<file path="src/rtl/dmem_responder.sv">
// Data-memory responder: turns CPU load/store requests into single-cycle SRAM
// accesses with lane steering, sign/zero extension and illegal-request trapping.
module dmem_responder #(
    parameter int unsigned AW_WORDS  = 10,
    parameter logic [31:0] BASE_ADDR = 32'h0000_0000
) (
    input  logic                CLK,
    input  logic                Reset_n,
    input  logic [31:0]         MEM_addr,
    input  logic [31:0]         MEM_WR_out,
    input  logic [2:0]          MEM_type,
    input  logic                MEM_rd_en,
    input  logic                MEM_wr_en,
    output logic [31:0]         MEM_data,
    output logic                MEM_ready,
    output logic                MEM_err,
    output logic                sram_cs,
    output logic                sram_we,
    output logic [3:0]          sram_be,
    output logic [AW_WORDS-1:0] sram_addr,
    output logic [31:0]         sram_wdata,
    input  logic [31:0]         sram_rdata
);

    typedef enum logic [2:0] {
        StIdle,
        StRdWait,
        StRdResp,
        StWrAck,
        StErrAck
    } state_e;

    localparam logic [1:0] SzByte = 2'b00;
    localparam logic [1:0] SzHalf = 2'b01;
    localparam logic [1:0] SzWord = 2'b10;

    state_e      state_q, state_d;
    logic [31:0] data_q, data_d;
    logic [1:0]  lane_q, lane_d;
    logic [2:0]  type_q, type_d;

    logic [31:0] offset;
    logic [1:0]  size;
    logic [1:0]  lane;
    logic        in_range;
    logic        type_ok;
    logic        aligned;
    logic        dir_ok;
    logic        legal;

    logic [3:0]  st_be;
    logic [31:0] st_wdata;
    logic [15:0] rd_half;
    logic [31:0] load_val;

    // Request decode: every rule that turns a request into an error pulse.
    always_comb begin
        offset   = MEM_addr - BASE_ADDR;
        size     = MEM_type[1:0];
        lane     = MEM_addr[1:0];
        in_range = (MEM_addr >= BASE_ADDR) && ((offset >> (AW_WORDS + 2)) == 32'd0);
        type_ok  = (size != 2'b11) && (MEM_type != 3'b110);
        case (size)
            SzHalf:  aligned = ~lane[0];
            SzWord:  aligned = (lane == 2'b00);
            default: aligned = 1'b1;
        endcase
        dir_ok = !(MEM_rd_en && MEM_wr_en) && !(MEM_wr_en && MEM_type[2]);
        legal  = in_range && type_ok && aligned && dir_ok;
    end

    // Store data is replicated across all lanes; byte enables pick the live ones.
    always_comb begin
        case (size)
            SzByte: begin
                st_be    = 4'b0001 << lane;
                st_wdata = {4{MEM_WR_out[7:0]}};
            end
            SzHalf: begin
                st_be    = 4'b0011 << lane;
                st_wdata = {2{MEM_WR_out[15:0]}};
            end
            default: begin
                st_be    = 4'b1111;
                st_wdata = MEM_WR_out;
            end
        endcase
    end

    // Load lane select and extension, using the lane/type captured at issue.
    always_comb begin
        rd_half = 16'(sram_rdata >> {lane_q, 3'b000});
        case (type_q)
            3'b000:  load_val = {{24{rd_half[7]}}, rd_half[7:0]};
            3'b001:  load_val = {{16{rd_half[15]}}, rd_half};
            3'b100:  load_val = {24'd0, rd_half[7:0]};
            3'b101:  load_val = {16'd0, rd_half};
            default: load_val = sram_rdata;
        endcase
    end

    always_comb begin
        state_d    = state_q;
        data_d     = data_q;
        lane_d     = lane_q;
        type_d     = type_q;
        sram_cs    = 1'b0;
        sram_we    = 1'b0;
        sram_be    = 4'b0000;
        sram_addr  = '0;
        sram_wdata = '0;
        MEM_ready  = 1'b0;
        MEM_err    = 1'b0;
        case (state_q)
            StIdle: begin
                // Strobes are combinational, so hold them off while reset is asserted.
                if (Reset_n && (MEM_rd_en || MEM_wr_en)) begin
                    if (!legal) begin
                        state_d = StErrAck;
                    end else begin
                        sram_cs   = 1'b1;
                        sram_addr = offset[AW_WORDS+1:2];
                        if (MEM_rd_en) begin
                            lane_d  = lane;
                            type_d  = MEM_type;
                            state_d = StRdWait;
                        end else begin
                            sram_we    = 1'b1;
                            sram_be    = st_be;
                            sram_wdata = st_wdata;
                            state_d    = StWrAck;
                        end
                    end
                end
            end
            StRdWait: begin
                data_d  = load_val;
                state_d = StRdResp;
            end
            StRdResp: begin
                MEM_ready = 1'b1;
                state_d   = StIdle;
            end
            StWrAck: begin
                MEM_ready = 1'b1;
                state_d   = StIdle;
            end
            StErrAck: begin
                MEM_ready = 1'b1;
                MEM_err   = 1'b1;
                state_d   = StIdle;
            end
            default: state_d = StIdle;
        endcase
    end

    always_ff @(posedge CLK or negedge Reset_n) begin
        if (!Reset_n) begin
            state_q <= StIdle;
            data_q  <= '0;
            lane_q  <= '0;
            type_q  <= '0;
        end else begin
            state_q <= state_d;
            data_q  <= data_d;
            lane_q  <= lane_d;
            type_q  <= type_d;
        end
    end

    assign MEM_data = data_q;

endmodule

</file>
<file path="config.mk">
export PLATFORM = sky130hd
export DESIGN_NAME = dmem_responder
export DESIGN_NICKNAME = d
export VERILOG_FILES = /design/src/rtl/dmem_responder.sv
export SDC_FILE = /design/constraint.sdc
export NUM_CORES = 1
export LEC_CHECK = 0
export CAP_MARGIN = 20
export CORE_MARGIN = 4
export CORE_UTILIZATION = 30
export DETAILED_ROUTE_END_ITERATION = 10
export PLACE_DENSITY = 0.83
export SYNTH_ARGS = -nofsm -noshare
export SYNTH_HDL_FRONTEND = slang
export SYNTH_SLANG_ARGS = --single-unit
</file>
<file path="constraint.sdc">
create_clock -name CLK -period 1.64 [get_ports CLK]
set_input_delay 0.164 -clock CLK [delete_from_list [all_inputs] [get_ports CLK]]
set_output_delay 0.164 -clock CLK [all_outputs]
set_load 0.02 [all_outputs]
</file>
==> flow_summary.json, run 1 <==
{
  "crit_fanout": 3,
  "clk_latency_ns": 0.29,
  "setup-violations-final": 71,
  "grt-ovfl-total": 0,
  "grt_pass1_vias": 4045,
  "synth.avg_cell_area_um2": 8.06,
  "cts_root_buf": "clkbuf_8",
  "dieArea_um2": 11400,
  "placement.io_buffers": 184,
  "routed_wirelength_um": 13500,
  "holdPathStages": 5,
  "cts_tree": "yes",
  "hold_path.class": "in -> reg",
  "h-tree-depth": 2,
  "seq_power_share_pct": 42.6,
  "synth-compound-area-share_pct": 19.2,
  "grt_max_degree": 42,
  "synthToLayoutAreaGrowth_pct": 117,
  "nets": 715,
  "finalHoldViolCount": 0,
  "rows": 35,
  "clk_pin_slew_ns": 0.07,
  "p_int_mw": 1.68,
  "status": "finished with violations",
  "crit_required_ns": 1.48,
  "synth_top_area_share_pct": 34.2,
  "grt_pass1_wl_um": 20200,
  "critPathTopFamily": "buffers and inverters",
  "end_kind": "output port",
  "fmax_ghz": 0.417,
  "dr.pass1.iters": 5,
  "finalClockSkew_ns": 0.00615,
  "cp-start-kind": "input pin",
  "p_leak_nw": 2.67,
  "clockBufferDepth": 2,
  "synthAdderAreaFrac_pct": 1.71,
  "diodes": 0,
  "coreArea_um2": 9370,
  "cp.depth": 9,
  "ys.flop_type": "dfrtp_1",
  "yosysSeqAreaShare_pct": 34.2,
  "placed_area_um2": 5770,
  "worstPathArrival_ns": 2.24,
  "synth_cell_types": 50,
  "critPathMaxStageDelay_ns": 0.54,
  "reg2regPathDepth": 6,
  "ant_nets": 0,
  "fin_ws_ns": -0.759,
  "p_sw_mw": 0.643,
  "async_flop_share_pct": 100,
  "cp_slowest_cell": "a2111o_2",
  "synth_top_cells_by_area": "dfrtp_1 34%, nand2_1 9.8%, a21oi_1 5.6%, nand3_1 5.5%, mux2i_1 4.8%",
  "numCtsBuffers": 5,
  "die_h_um": 107,
  "nFillCells": 713,
  "crit_type": "in -> out",
  "cellPowerDensity_nw_per_um2": 366,
  "synthCells": 363,
  "die_w_um": 107,
  "yosysTopAreaCell": "dfrtp_1",
  "drt_iter0_markers": 202,
  "via_per_inst": 5.25,
  "maxSlewViolCount": 0,
  "antenna_found_initial": 0,
  "ys_ff_latch": 40,
  "layout-drive-gt1-share_pct": 39.7,
  "synth_top_family_by_area": "simple AND/OR/NAND/NOR gates",
  "crit_buf_inv": 5,
  "grt_usage_pct": 21.9,
  "initial_core_util_pct": 31.2,
  "synth_xor_area_share_pct": 0,
  "cts.sinks": 40,
  "syn_nets": 470,
  "max_cap_viol_count": 0,
  "power_mw": 2.32,
  "muxShareOfSynthArea_pct": 7.49,
  "synth_area_um2": 2920,
  "io_pins": 185,
  "yosysWarnings": 0,
  "hold_slack_ns": 0.333,
  "finalCriticalPeriod_ns": 2.40,
  "synth_simple_gate_area_share_pct": 32.5,
  "clockPowerShare_pct": 29.1,
  "p_comb_share_pct": 28.3,
  "vias": 3872,
  "setup_tns_ns": -34.17,
  "violations": "setup timing",
  "sw_frac_of_total_pct": 27.7,
  "gp_congestion": 0.868,
  "worstMarginPinSlew_ns": 0.510,
  "maxSlewHeadroom_pct": 66.0,
  "drc": 0,
  "peakVddDrop_uv": 266,
  "crit_chain": "clkdlybuf4s50_1 -> nor4_4 -> nand4_1 -> a2111o_2 -> buf_4 -> buf_6 -> buf_6 -> nor3_4 -> buf_6",
  "fin_area_um2": 6350,
  "cpMostUsedCell": "buf_6",
  "yosysMostFrequentCell": "nand2_1",
  "fin_crit_sh_pct": 146,
  "rsz0062_at_grt": "true",
  "avgRoutedWirePerCell_um": 18.3,
  "dp_hpwl_um": 10100,
  "synth-edff-count": 0,
  "synth_common_cells": "76 x nand2_1, 40 x dfrtp_1, 33 x a21oi_1, 32 x nand3_1, 19 x o21ai_0"
}
## power groups by stage
stage / Clock (mW) / Sequential, mW / Combinational [mW]
floorplan: 0 / 1.01 / 0.189
global placement: 0 / 1.01 / 0.609
detailed placement: 0 / 1.01 / 0.617
CTS: 0.685 / 0.989 / 0.631
global route: 0.720 / 0.989 / 0.693
finish: 0.675 / 0.989 / 0.657
## routing by layer
layer	vias to the layer above	GRT usage (%)	part of all wire, %
met5	-	0	0
met1	1858	23.1	35
met4	0	7.49	3.4
met2	205	41.3	53
met3	35	6.14	8.7
li1	1774	-	-
## sequential cells by signal (all words and copies together) (netlist names)
signal / flops
MEM_data: 32
state_q: 3
type_q: 3
lane_q: 2
## cells by family (layout without fill, tap and decap cells)
family	after synthesis	count (layout)
AOI/OAI and AO/OA	87	87
adders and majority gates	4	4
buffers and inverters	34	280
DFF	40	40
muxes	19	19
and+or+nand+nor	179	179
## worst register-to-register path, stage by stage (launching register included)
cell	delay, ns
dfrtp_1	0.41
nor4b_4	0.33
buf_4	0.18
nand2_4	0.05
a2111oi_4	0.24
buf_6	0.19
mux2_4	0.29
## cell usage in the layout (no fill, tap or decap), types with 3 or more instances in the layout
| cell | instances |
|---|---|
| a21oi_1 | 21 |
| dlygate4sd2_1 | 8 |
| o31ai_1 | 6 |
| buf_4 | 57 |
| nor3_4 | 4 |
| buf_12 | 6 |
| and3_1 | 4 |
| nor3b_2 | 3 |
| nand3_1 | 16 |
| dfrtp_1 | 40 |
| and2_4 | 10 |
| inv_1 | 3 |
| dlymetal6s2s_1 | 10 |
| clkdlybuf4s50_1 | 113 |
| nor2_4 | 4 |
| mux2i_1 | 14 |
| a21oi_4 | 10 |
| o2bb2ai_1 | 8 |
| nor3b_4 | 6 |
| mux2_4 | 3 |
| clkbuf_2 | 3 |
| nor3_2 | 3 |
| nor2_1 | 13 |
| nand2_1 | 74 |
| nand3_2 | 17 |
| o21ai_0 | 18 |
| clkbuf_8 | 6 |
| nand2b_1 | 8 |
| a31oi_4 | 8 |
| nor4_4 | 4 |
| buf_6 | 60 |
## final cells by class
type	instances	area [um2]	area share (%)
well taps	129	161	2.54
inverters	9	56.3	0.887
repair inverters	1	7.51	0.118
clock inverters	2	10.0	0.158
repair buffers	262	2630	41.4
multi-input cells	289	2400	37.8
clock buffers	6	82.6	1.30
flip-flops and latches	40	1000	15.8
## what timing repair did
action                                  CTS  global route
hold buffers                              1             0
buffers inserted                          9            11
pin swaps                                18            14
gates cloned                              2             0
hold endpoints to repair                 40             0
endpoints found under the setup margin   59            89
resized for setup                       324            55
## metrics by stage
step | std cells | utilization (%) | setup slack, ns
after floorplan | 363 | - | -0.237
after global placement | 711 | 61.6 | -1.36
after detailed placement | 711 | 61.6 | -1.40
after CTS | 729 | 65.2 | -0.743
after global routing | 738 | 67.7 | -0.816
final | 738 | 67.7 | -0.759
## path summary, 6_finish.rpt
check                                  to         start  slack [ns]
max                        sram_wdata[18]  MEM_addr[24]       -0.76
min in group asynchronous     MEM_data[2]       Reset_n        0.51
min reg2reg                   MEM_data[4]   MEM_data[4]        0.48
max reg2reg                     lane_q[0]    state_q[0]       -0.17
min                             type_q[0]   MEM_type[0]        0.33
max in group asynchronous     MEM_data[9]       Reset_n        0.78
Note: power is estimated with default switching activity, not from simulation.
==> run 2: changes to the inputs <==
--- a/config.mk
+++ b/config.mk
@@ -8,7 +8,9 @@
 export CAP_MARGIN = 20
 export CORE_MARGIN = 4
 export CORE_UTILIZATION = 30
+export CTS_CLUSTER_DIAMETER = 120
 export DETAILED_ROUTE_END_ITERATION = 10
+export GPL_ROUTABILITY_DRIVEN = 0
 export PLACE_DENSITY = 0.83
 export SYNTH_ARGS = -nofsm -noshare
 export SYNTH_HDL_FRONTEND = slang
==> run 2 against run 1 <==
Die area did not move. Sequential cell count unchanged. Highest routed layer unchanged. Global-route usage rose by 0.051 points. Cell count is 0.41% lower. The run still ends with setup timing left.
==> flow_summary.json, run 2 (synthesis results as in run 1) <==
{
  "critPathTopFamily": "compound AO/OA/AOI/OAI gates",
  "fmax_ghz": 0.415,
  "diodes": 0,
  "finalCriticalPeriod_ns": 2.41,
  "finalClockSkew_ns": 0.0148,
  "status": "finished with violations",
  "maxSlewViolCount": 0,
  "layout-drive-gt1-share_pct": 39.9,
  "dieArea_um2": 11400,
  "synthToLayoutAreaGrowth_pct": 117,
  "io_pins": 185,
  "die_w_um": 107,
  "fin_ws_ns": -0.767,
  "critPathMaxStageDelay_ns": 0.51,
  "cts_root_buf": "clkbuf_8",
  "crit_chain": "nor4b_4 -> o21ai_2 -> a2111o_2 -> buf_6 -> buf_6 -> nor3b_4 -> buf_6",
  "ant_nets": 0,
  "place_inst": 711,
  "cts_tree": "yes",
  "rsz0062_at_grt": "true",
  "grt_usage_pct": 21.9,
  "vias": 3859,
  "fin_area_um2": 6350,
  "routed_wirelength_um": 13800,
  "rows": 35,
  "via_per_inst": 5.25,
  "dr.pass1.iters": 4,
  "nets": 712,
  "final_common_cell": "clkdlybuf4s50_1",
  "cpMostUsedCell": "buf_6",
  "initial_core_util_pct": 31.2,
  "cp-start-kind": "flip-flop",
  "grt_max_degree": 42,
  "crit_type": "reg -> out",
  "fin_crit_sh_pct": 147,
  "h-tree-depth": 2,
  "crit_fanout": 4,
  "finalHoldViolCount": 0,
  "dp_hpwl_um": 10200,
  "grt_pass1_wl_um": 20000,
  "avgRoutedWirePerCell_um": 18.8,
  "cts.sinks": 40,
  "violations": "setup timing",
  "crit_buf_inv": 3,
  "clk_pin_slew_ns": 0.07,
  "end_kind": "output port",
  "p_leak_nw": 2.62,
  "cellPowerDensity_nw_per_um2": 390,
  "crit_required_ns": 1.48,
  "placement.io_buffers": 184,
  "cp_slowest_cell": "a2111o_2",
  "worstMarginPinSlew_ns": 0.511,
  "numCtsBuffers": 5,
  "coreArea_um2": 9370,
  "maxSlewHeadroom_pct": 66.0,
  "grt-ovfl-total": 0,
  "final_cell_mix": "120 x clkdlybuf4s50_1, 74 x nand2_1, 64 x buf_4",
  "setup-violations-final": 78,
  "max_cap_viol_count": 0,
  "power_mw": 2.48,
  "instances_no_fill": 735,
  "setup_tns_ns": -34.93,
  "worstPathArrival_ns": 2.24,
  "peakVddDrop_uv": 283,
  "grt_pass1_vias": 4107,
  "hold_path.class": "in -> reg",
  "drt_iter0_markers": 139,
  "antenna_found_initial": 0,
  "drc": 0,
  "largest_reg_flops": 32,
  "placed_area_um2": 5780,
  "die_h_um": 107,
  "clockBufferDepth": 2,
  "clk_latency_ns": 0.30
}
run 2: layer usage:
metal / vias up / global-route usage, % / part of all wire, %
li1: 1770 / - / -
met1: 1816 / 23.1 / 35
met2: 218 / 40.2 / 51
met3: 55 / 6.32 / 8.7
met4: 0 / 9.86 / 4.7
met5: - / 0 / 0
run 2: area by class of cell:
class                   count  area, um2
well taps                 129        161
repair buffers            260       2580
clock inverters             2       35.0
clock buffers               6       72.6
flip-flops and latches     40       1000
multi-input cells         289       2440
inverters                   9       53.8
fillers                   681       3030
run 2: path summary, 6_finish.rpt:
kind | start | end | slack [ns] | depth (start not counted)
min reg2reg | MEM_data[5] | MEM_data[5] | 0.48 | 2
max | state_q[0] | sram_wdata[1] | -0.77 | 7
max in group asynchronous | Reset_n | MEM_data[2] | 0.79 | 3
max reg2reg | state_q[0] | lane_q[0] | -0.22 | 7
min in group asynchronous | Reset_n | MEM_data[3] | 0.50 | 3
min | MEM_type[0] | type_q[0] | 0.24 | 4
run 2: worst register-to-register path, cell delays in order, from the launching register on:
cell	delay, ns
dfrtp_1	0.41
nor4b_4	0.34
buf_4	0.18
buf_6	0.09
nand2_4	0.04
a2111oi_4	0.18
buf_4	0.20
mux2_4	0.30
run 2: metrics by stage:
stage	util (%)	setup slack, ns	hold slack, ns
finish	67.7	-0.767	0.242
CTS	65.2	-0.709	0.340
global placement	61.7	-1.36	0.295
floorplan	-	-0.237	-0.132
detailed placement	61.7	-1.45	0.288
global route	67.7	-0.859	0.244
run 2: power by group:
| part | total (mW) | internal [mW] | switching [mW] | leakage (nW) |
|---|---|---|---|---|
| registers | 0.989 | 0.987 | 0.00179 | 0.380 |
| clock network | 0.811 | 0.452 | 0.359 | 0.0552 |
| logic | 0.675 | 0.364 | 0.311 | 2.18 |
run 2: repair_timing:
action,in CTS,in global routing
endpoints found under the hold margin,40,0
cloned,1,1
endpoints found under the setup margin,72,88
pin swaps,22,16
gates resized for setup,318,65
hold buffers,1,0
buffers inserted,13,7
